<file path="src/rtl/cam_capture_pkt_if.sv">
// Sensor-side byte stream and packed-word output bus of the DVP capture stage.
interface cam_capture_pkt_if #(
    parameter int OUT_W = 128
);
    logic             vsync;
    logic             href;
    logic [7:0]       din;
    logic [OUT_W-1:0] dout;
    logic             dout_vld;
    logic             dout_sop;
    logic             dout_eop;
    logic             dout_err;

    modport master (
        input  vsync, href, din,
        output dout, dout_vld, dout_sop, dout_eop, dout_err
    );

    modport slave (
        output vsync, href, din,
        input  dout, dout_vld, dout_sop, dout_eop, dout_err
    );
endinterface

</file>
<file path="src/rtl/cam_capture_pkt.sv">
// DVP camera capture: frames pclk-domain bytes with vsync/href, packs OUT_W-bit words, checks geometry.
// Optional built-in RGB565 test pattern when CAP_TEST_PATTERN_EN is defined (adds input tp_sel).
module cam_capture_pkt #(
    parameter int H_ACT = 1280,
    parameter int V_ACT = 720,
    parameter int BPP   = 2,
    parameter int OUT_W = 128
) (
    input  logic              clk,
    input  logic              rst_n,
    input  logic              enable,
`ifdef CAP_TEST_PATTERN_EN
    input  logic              tp_sel,
`endif
    cam_capture_pkt_if.master bus,
    output logic              busy,
    output logic [15:0]       frame_cnt,
    output logic [7:0]        err_cnt
);
    localparam int HB = H_ACT * BPP;
    localparam int W  = OUT_W / 8;
    localparam int HW = $clog2(HB + 1);
    localparam int VW = $clog2(V_ACT + 1);
    localparam int BW = $clog2(W + 1);

    typedef enum logic [1:0] {IDLE, WAIT_VS, ACTIVE} state_t;

    state_t           state, state_nxt;
    logic             vs_s1, vs_s2, vs_rise, vs_fall;
    logic [HW-1:0]    cnt_h;
    logic [VW-1:0]    cnt_v;
    logic [BW-1:0]    b_idx;
    logic             line_end;
    logic [OUT_W-1:0] sh, wnext;
    logic [7:0]       byte_in;
    logic             accept, abort, take, line_last, frame_last, word_done;

    always_ff @(posedge clk or negedge rst_n) begin
        if (!rst_n) begin
            vs_s1 <= 1'b0;
            vs_s2 <= 1'b0;
        end else begin
            vs_s1 <= bus.vsync;
            vs_s2 <= vs_s1;
        end
    end

    assign vs_rise = vs_s1 & ~vs_s2;
    assign vs_fall = ~vs_s1 & vs_s2;

`ifdef CAP_TEST_PATTERN_EN
    logic [15:0] tp_pix;
    always_comb begin
        if (int'(cnt_v) < V_ACT / 4)            tp_pix = 16'hF800;
        else if (int'(cnt_v) < V_ACT / 2)       tp_pix = 16'h07E0;
        else if (int'(cnt_v) < (3 * V_ACT) / 4) tp_pix = 16'h001F;
        else                                    tp_pix = 16'hF81F;
    end
    assign byte_in = tp_sel ? (cnt_h[0] ? tp_pix[15:8] : tp_pix[7:0]) : bus.din;
`else
    assign byte_in = bus.din;
`endif

    always_ff @(posedge clk or negedge rst_n) begin
        if (!rst_n) state <= IDLE;
        else        state <= state_nxt;
    end

    always_comb begin
        state_nxt  = state;
        accept     = 1'b0;
        abort      = 1'b0;
        line_last  = 1'b0;
        frame_last = 1'b0;
        case (state)
            IDLE:    if (enable) state_nxt = WAIT_VS;
            WAIT_VS: begin
                if (!enable)      state_nxt = IDLE;
                else if (vs_fall) state_nxt = ACTIVE;
            end
            ACTIVE: begin
                if (bus.href && line_end)            abort = 1'b1;
                else if (!bus.href && cnt_h != '0)   abort = 1'b1;
                else if (bus.href) begin
                    accept     = 1'b1;
                    line_last  = (cnt_h == HW'(HB - 1));
                    frame_last = line_last && (cnt_v == VW'(V_ACT - 1));
                end
                // a frame finishing on the same edge as vsync rising is still good
                if (vs_rise && !frame_last) abort = 1'b1;
                if (abort || frame_last) state_nxt = WAIT_VS;
            end
            default: state_nxt = IDLE;
        endcase
    end

    assign take      = accept && !abort;
    assign word_done = take && (b_idx == BW'(W - 1));
    assign busy      = (state == ACTIVE);

    always_comb begin
        wnext = sh;
        for (int i = 0; i < W; i++)
            if (b_idx == BW'(i)) wnext[i*8 +: 8] = byte_in;
    end

    always_ff @(posedge clk or negedge rst_n) begin
        if (!rst_n) begin
            cnt_h        <= '0;
            cnt_v        <= '0;
            b_idx        <= '0;
            line_end     <= 1'b0;
            sh           <= '0;
            bus.dout     <= '0;
            bus.dout_vld <= 1'b0;
            bus.dout_sop <= 1'b0;
            bus.dout_eop <= 1'b0;
            bus.dout_err <= 1'b0;
            frame_cnt    <= '0;
            err_cnt      <= '0;
        end else begin
            bus.dout_vld <= 1'b0;
            bus.dout_sop <= 1'b0;
            bus.dout_eop <= 1'b0;
            bus.dout_err <= abort;
            if (abort && err_cnt != 8'hFF) err_cnt <= err_cnt + 8'd1;

            if (state == WAIT_VS && state_nxt == ACTIVE) begin
                cnt_h    <= '0;
                cnt_v    <= '0;
                b_idx    <= '0;
                line_end <= 1'b0;
            end else if (take) begin
                sh       <= wnext;
                cnt_h    <= line_last ? '0 : cnt_h + HW'(1);
                b_idx    <= (b_idx == BW'(W - 1)) ? '0 : b_idx + BW'(1);
                line_end <= line_last;
                if (line_last && !frame_last) cnt_v <= cnt_v + VW'(1);
                if (frame_last) frame_cnt <= frame_cnt + 16'd1;
                if (word_done) begin
                    bus.dout     <= wnext;
                    bus.dout_vld <= 1'b1;
                    bus.dout_sop <= (cnt_v == '0) && (cnt_h == HW'(W - 1));
                    bus.dout_eop <= frame_last;
                end
            end else if (state == ACTIVE && !bus.href) begin
                line_end <= 1'b0;
            end
        end
    end
endmodule

</file>
<file path="src/flat_wrapper.sv">
// flat-port wrapper written by rule: the top's interface ports become plain ports
module cam_capture_pkt_flat 
#(
    parameter int H_ACT = 1280,
    parameter int V_ACT = 720,
    parameter int BPP   = 2,
    parameter int OUT_W = 128
)
  (clk, rst_n, enable, busy, frame_cnt, err_cnt, bus_vsync, bus_href, bus_din, bus_dout, bus_dout_vld, bus_dout_sop, bus_dout_eop, bus_dout_err);
  cam_capture_pkt_if #(.OUT_W(OUT_W)) bus_i ();
  input  logic clk;
  input  logic rst_n;
  input  logic enable;
  output logic busy;
  output logic [15:0] frame_cnt;
  output logic [7:0] err_cnt;
  input wire logic [$bits(bus_i.vsync)-1:0] bus_vsync;
  input wire logic [$bits(bus_i.href)-1:0] bus_href;
  input wire logic [$bits(bus_i.din)-1:0] bus_din;
  output wire logic [$bits(bus_i.dout)-1:0] bus_dout;
  output wire logic [$bits(bus_i.dout_vld)-1:0] bus_dout_vld;
  output wire logic [$bits(bus_i.dout_sop)-1:0] bus_dout_sop;
  output wire logic [$bits(bus_i.dout_eop)-1:0] bus_dout_eop;
  output wire logic [$bits(bus_i.dout_err)-1:0] bus_dout_err;
  assign bus_i.vsync = bus_vsync;
  assign bus_i.href = bus_href;
  assign bus_i.din = bus_din;
  assign bus_dout = bus_i.dout;
  assign bus_dout_vld = bus_i.dout_vld;
  assign bus_dout_sop = bus_i.dout_sop;
  assign bus_dout_eop = bus_i.dout_eop;
  assign bus_dout_err = bus_i.dout_err;
  cam_capture_pkt #(.H_ACT(H_ACT), .V_ACT(V_ACT), .BPP(BPP), .OUT_W(OUT_W)) u_core (.clk(clk), .rst_n(rst_n), .enable(enable), .bus(bus_i), .busy(busy), .frame_cnt(frame_cnt), .err_cnt(err_cnt));
endmodule
</file>
<file path="config.mk">
export PLATFORM = sky130hd
export DESIGN_NAME = cam_capture_pkt_flat
export DESIGN_NICKNAME = d
export VERILOG_FILES = /design/src/rtl/cam_capture_pkt_if.sv /design/src/rtl/cam_capture_pkt.sv /design/src/flat_wrapper.sv
export SDC_FILE = /design/constraint.sdc
export NUM_CORES = 1
export LEC_CHECK = 0
export CAP_MARGIN = 40
export CORE_ASPECT_RATIO = 1.5
export CORE_UTILIZATION = 25
export DETAILED_ROUTE_END_ITERATION = 12
export GPL_TIMING_DRIVEN = 0
export PLACE_DENSITY_LB_ADDON = 0.3
export SLEW_MARGIN = 20
export SYNTH_ARGS = -nofsm -noshare
export SYNTH_HDL_FRONTEND = slang
export SYNTH_SLANG_ARGS = --single-unit
export TNS_END_PERCENT = 100
</file>
<file path="constraint.sdc">
create_clock -name clk -period 3.2 [get_ports clk]
set_input_delay 0.48 -clock clk [delete_from_list [all_inputs] [get_ports clk]]
set_output_delay 0.48 -clock clk [all_outputs]
set_load 0.02 [all_outputs]
</file>
### Yosys cells after proc, flatten, opt, wreduce, memory -nomap -nowiden

Cells that the tools add are included.

* output and inout bits: 157
* register bits after elaboration: 316

* add/subtract/negate cells: 5
* reduce and logical (&&, ||, !) cells: 27
* muxes and demuxes: 60
* eq/ne operators: 22
* bitwise operators: 5

Operator list (number)
* $mux W8: 16
* $eq A5 B4 Y1 const B: 8
* $mux W12: 3
* $mux W1: 30
* $mux W10: 3
* $eq A5 B3 Y1 const B: 4
* $add A16 B1 Y16 const B: 1
* $mux W5: 3
* $add A12 B1 Y12 const B: 1
* $eq A12 B12 Y1 const B: 1
* $eq A12 B4 Y1 const B: 1
* $reduce_bool A12 Y1: 1
* $logic_and A1 B1 Y1: 11
* $add A10 B1 Y10 const B: 1
* $eq A10 B10 Y1 const B: 1
* $eq A5 B2 Y1 const B: 2
* $logic_not A10 Y1: 1
* $add A8 B1 Y8 const B: 1
* $mux W2: 4
* $ne A8 B8 Y1 const B: 1
* $pmux W2 S3: 1
* $reduce_and A3 Y1: 2
* $add A5 B1 Y5 const B: 1
* $eq A5 B1 Y1 const B: 1
* other kinds (11): 20

### Depth between registers and ports, before layout

* depth after elaboration: 17
* gate-level depth with buffers: 9

### Worst setup path before layout

Ideal clock, no wire load.

* path kind: input to register
* start point: input port bus_href
* end point: register u_core.bus.dout[15]
* stages: 9
* required time: 3.075 ns
* path slack: 0.781 ns
* buffers on the path: 3
* data arrival time: 2.294 ns
* cell sequence: nand2b_1 > clkbuf_1 > or4_4 > o21ai_4 > nand3_4 > inv_2 > buf_6 > buf_6 > mux2_2

* longest elaborated chain between the ends: 16
* elaborated cells on any way between the ends: 28
* those cells by class: eq/ne (1); mux (15); bitwise (1); reduce/logical (11)

Ends and longest elaborated chain
* from (decl): RTL line flat_wrapper.sv:18 `input wire logic [$bits(bus_i.href)-1:0] bus_href;`
* $logic_not A1 Y1: RTL line cam_capture_pkt.sv:83 `else if (!bus.href && cnt_h != '0) abort = 1'b1;`
* $logic_and A1 B1 Y1: RTL line cam_capture_pkt.sv:83
* $mux W1: RTL line cam_capture_pkt.sv:83
* $mux W1: RTL line cam_capture_pkt.sv:82 `if (bus.href && line_end) abort = 1'b1;`
* $mux W1: RTL line cam_capture_pkt.sv:75 `case (state)`
* $logic_not A1 Y1: RTL line cam_capture_pkt.sv:90 `if (vs_rise && !frame_last) abort = 1'b1;`
* $logic_and A1 B1 Y1: RTL line cam_capture_pkt.sv:90
* $mux W1: RTL line cam_capture_pkt.sv:90
* $mux W1: RTL line cam_capture_pkt.sv:75
* $logic_or A1 B1 Y1: RTL line cam_capture_pkt.sv:91 `if (abort || frame_last) state_nxt = WAIT_VS;`
* $mux W2: RTL line cam_capture_pkt.sv:91
* $pmux W2 S3: RTL line cam_capture_pkt.sv:75
* $eq A2 B2 Y1: RTL line cam_capture_pkt.sv:128 `if (state == WAIT_VS && state_nxt == ACTIVE) begin`
* $logic_and A1 B1 Y1: RTL line cam_capture_pkt.sv:128
* $not A1 Y1 (no source line)
* $reduce_and A3 Y1 (no source line) *
* to (signal assigned): RTL line cam_capture_pkt.sv:141 `bus.dout <= wnext;`
* to (decl): RTL line cam_capture_pkt_if.sv:16 `output dout, dout_vld, dout_sop, dout_eop, dout_err`

Mark *: on every way between the ends. The rest lies on a longest branch, timed or not. The select of a mux whose other input is x is not followed.
A chain may end at the register's enable or synchronous reset.

### Worst setup path in the final report

* start point: input port bus_href
* end point: register u_core.bus.dout[22]

Same word-level chain as after synthesis.

==> flow_metrics.tcl <==
set metrics [dict create \
    outcome "complete, no violations" \
    netlist_area_sq_mm 0.0143 \
    number_of_diodes 0 \
    fp.coreArea_sq_mm 0.0561 \
    start_kind "input pin" \
    syn_avg_cell_area_sq_um 13.6 \
    postSynthRegisterBits 308 \
    crit_path_top_delay_cell "sky130_fd_sc_hd__or4_4" \
    crit_required_ns 3.63 \
    tightestPinTransition_ns 0.839 \
    drc 0 \
    power.switching_fraction 0.244 \
    fmax_ghz 0.337 \
    tritoncts "done" \
    worstSetupPathType "in -> reg" \
    area.sequential_sq_mm 0.00771 \
    slew_violations 0 \
    die_width_um 197 \
    root_buf_cell "sky130_fd_sc_hd__clkbuf_16" \
    postCtsSetupBuffers 0 \
    cpMostUsedCell "sky130_fd_sc_hd__buf_6" \
    final.setup.worst_slack_ns 0.234 \
    synth_top_flop_cell "sky130_fd_sc_hd__dfrtp_1" \
    instances_no_fill 2057 \
    yosys_warnings 0 \
    fillers 5567 \
    h_tree_level_count 2 \
    wire_length_of_the_first_global_routing_pass_um 65400 \
    setup_repair_after_global_routing_missed_its_margin "no" \
    worstSetupEndpointType "flip-flop" \
    power.ir.vdd_worst_mv 0.301 \
    pwr_density_cell_mw_per_mm2 488 \
    final_period_minus_worst_setup_slack_ns 2.97 \
    route.layer.met1.wl_um 18300 \
    clock_skew_ns 0.0324 \
    wl_met2_um 21700 \
    grt_use_total 0.151 \
    synthToLayoutAreaGrowth_pct 29.2 \
    clock_sink_count 308 \
    worst_ep_arrival_time_ns 3.40 \
    final_setup_viols 0 \
    place_worst_setup_slack_ns -0.381 \
    worst_slew_margin_rel 0.436 \
    synthDistinctLibCells 58 \
    synth-edff-count 0 \
    detailedRoute.firstIterationViolations 529 \
    num-nets-final 1299 \
    critical_path_peak_fanout 10 \
    detailroute.wirelength.met3_um 1580 \
    multi_input_comb_area_sq_mm 0.00618 \
    placer_congestion_estimate 0.813 \
    power.leakage_nw 8.73 \
    routed.top_layer "met4" \
    port_buffers 169 \
    cell_row_count 106 \
    netlist_top_cells_area "sky130_fd_sc_hd__dfrtp_1 54%, sky130_fd_sc_hd__mux2_2 17%, sky130_fd_sc_hd__mux2_4 5.1%, sky130_fd_sc_hd__mux2_1 3.2%, sky130_fd_sc_hd__mux2i_1 2.5%" \
    critical_path.top_delay_family "buffers and inverters" \
    power.switching_w 0.00220 \
    avgViaCountPerCell 4.60 \
    post_cts_resized 0 \
    synth_top_area_cell "sky130_fd_sc_hd__dfrtp_1" \
    final_antenna_net_count 0 \
    drt_wl_total_um 42700 \
    number_of_antenna_violations_at_the_first_check_in_global_routing 0 \
    vias 9453 \
    height_of_the_die_um 294 \
    min-delay-path-class "in -> reg" \
    asyncSetResetFlopFracSynth 1.00 \
    globalRoute.totalOverflow 0 \
    first_pass_iters 4 \
    boundaryPins 170 \
    die-area_sq_mm 0.0580 \
    layout-drive-gt1-share 0.311 \
    path_cells "clkdlybuf4s50_1 > nand2b_1 > clkbuf_1 > or4_4 > o21ai_4 > nand3_4 > inv_2 > buf_6 > buf_6 > mux2_2" \
    clk_pin_slew_worst_paths_ns 0.06 \
    layout_common_cells "308 x sky130_fd_sc_hd__dfrtp_1, 220 x sky130_fd_sc_hd__mux2_2, 168 x sky130_fd_sc_hd__clkdlybuf4s50_1, 50 x sky130_fd_sc_hd__clkbuf_1, 48 x sky130_fd_sc_hd__mux2_4" \
    numCtsBuffers 34 \
    final.period_utilization 0.927 \
    cpPeakStageDelay_ns 0.64 \
    clockPowerShare 0.476 \
    floorplan.initialDensity 0.254 \
    p_int_w 0.00679 \
    leading_cell_type_in_the_layout_fill_and_taps_excluded "sky130_fd_sc_hd__dfrtp_1" \
    syn_nets 1072 \
    dpl.hpwl_um 30300 \
    holdBufCountCts 1 \
    ys_seq_area_frac 0.541 \
    clk_lat_worst_skew_ns 0.57 \
    netlist.area_leader.share 0.541 \
    routedWlPerCell_um 20.7 \
    max-clock-path-buffers 3 \
    grt_max_degree 96 \
    syn-instance-count 1049 \
    sequentialPowerShare 0.449 \
    cap_violations 0 \
    combinational_share_of_power 0.074 \
    path_buf_inv 5 \
    number_of_global_route_vias_before_repair 10100 \
    report.final.hold_viol_count 0 \
    dpl_cells 1995 \
]
sequential cells by signal, indices dropped and copies added, names as in the netlist:
register	flops
u_core.b_idx	5
u_core.bus.dout	128
u_core.bus.dout_eop	1
u_core.bus.dout_err	1
u_core.bus.dout_sop	1
u_core.bus.dout_vld	1
u_core.cnt_h	12
u_core.cnt_v	10
u_core.err_cnt	8
u_core.frame_cnt	16
u_core.line_end	1
u_core.sh	120
u_core.state	2
u_core.vs_s1	1
u_core.vs_s2	1
metrics by stage:
stage          utilization  power, W  setup TNS [ns]  hold slack [ns]  instance area (sq um)
3_5_place_dp         0.306   0.00480          -39.57            0.410                  17200
3_3_place_gp         0.301   0.00475        -3852.72            0.400                  16900
4_1_cts              0.328   0.00917               0            0.322                  18400
2_1_floorplan            -   0.00444               0            0.184                  14300
6_report             0.328   0.00899               0            0.359                  18400
5_1_grt              0.328   0.00935               0            0.345                  18400
metal layers:
layer | track usage | vias up
met3 | 0.0265 | 57
met2 | 0.264 | 211
met1 | 0.187 | 4903
met5 | 0 | -
met4 | 0.0458 | 0
li1 | - | 4282
area by class of cell:
class,instances,area share
Clock inverter,15,0.0137
Tap cell,756,0.0514
Buffer,70,0.0190
Multi-Input combinational cell,662,0.336
Inverter,9,0.00183
Sequential cell,308,0.419
Timing Repair Buffer,191,0.107
Clock buffer,46,0.0525
final timing paths:
| check | from | endpoint | slack, ns | cells past startpoint |
|---|---|---|---|---|
| setup / recovery | bus_href | u_core.bus.dout[22]$_DFFE_PN0P_ | 0.23 | 10 |
| hold / removal | bus_vsync | u_core.vs_s1$_DFF_PN0_ | 0.36 | 1 |
| setup reg to reg | u_core.line_end$_DFFE_PN0P_ | u_core.bus.dout[22]$_DFFE_PN0P_ | 0.27 | 9 |
| hold reg to reg | u_core.vs_s1$_DFF_PN0_ | u_core.vs_s2$_DFF_PN0_ | 0.43 | 0 |
| max in group asynchronous | rst_n | u_core.sh[83]$_DFFE_PN0P_ | 1.46 | 4 |
| min in group asynchronous | rst_n | u_core.err_cnt[4]$_DFFE_PN0P_ | 0.44 | 2 |
cell usage after synthesis, types with 6 or more instances:
| library cell | n |
|---|---|
| sky130_fd_sc_hd__nor2_1 | 22 |
| sky130_fd_sc_hd__xnor2_1 | 20 |
| sky130_fd_sc_hd__inv_1 | 8 |
| sky130_fd_sc_hd__ha_1 | 10 |
| sky130_fd_sc_hd__nand2_1 | 23 |
| sky130_fd_sc_hd__nor4_1 | 7 |
| sky130_fd_sc_hd__nand2b_1 | 11 |
| sky130_fd_sc_hd__buf_2 | 14 |
| sky130_fd_sc_hd__a21oi_1 | 40 |
| sky130_fd_sc_hd__mux2_1 | 41 |
| sky130_fd_sc_hd__mux2i_1 | 35 |
| sky130_fd_sc_hd__mux2_4 | 48 |
| sky130_fd_sc_hd__a22o_1 | 8 |
| sky130_fd_sc_hd__dfrtp_1 | 308 |
| sky130_fd_sc_hd__nand3_4 | 8 |
| sky130_fd_sc_hd__o211ai_1 | 6 |
| sky130_fd_sc_hd__nor3_1 | 11 |
| sky130_fd_sc_hd__nor2_2 | 6 |
| sky130_fd_sc_hd__and3_1 | 9 |
| sky130_fd_sc_hd__a31oi_1 | 39 |
| sky130_fd_sc_hd__mux2_2 | 220 |
| sky130_fd_sc_hd__and4_1 | 6 |
| sky130_fd_sc_hd__o21ai_0 | 6 |
| sky130_fd_sc_hd__xor2_1 | 6 |
| sky130_fd_sc_hd__buf_6 | 7 |
| sky130_fd_sc_hd__clkbuf_1 | 45 |
| sky130_fd_sc_hd__nand3_1 | 20 |
| sky130_fd_sc_hd__nand4_1 | 12 |
cell families after synthesis:
kind of cell	count (synthesis)	share of synthesized area
mux	344	0.281
flops	308	0.541
simple gates	171	0.0776
compound gates	111	0.0488
buf+inv	79	0.0269
xor+xnor	26	0.0160
fa+ha+maj	10	0.00878
power by group through the flow:
stage | Combinational [W] | Sequential, W | Clock (W)
after detailed placement | 0.000685 | 0.00411 | 0
final | 0.000670 | 0.00404 | 0.00428
after global routing | 0.000730 | 0.00405 | 0.00457
after CTS | 0.000691 | 0.00404 | 0.00444
after floorplan | 0.000331 | 0.00411 | 0
after global placement | 0.000637 | 0.00411 | 0
Power figures use the tool's default switching activity.
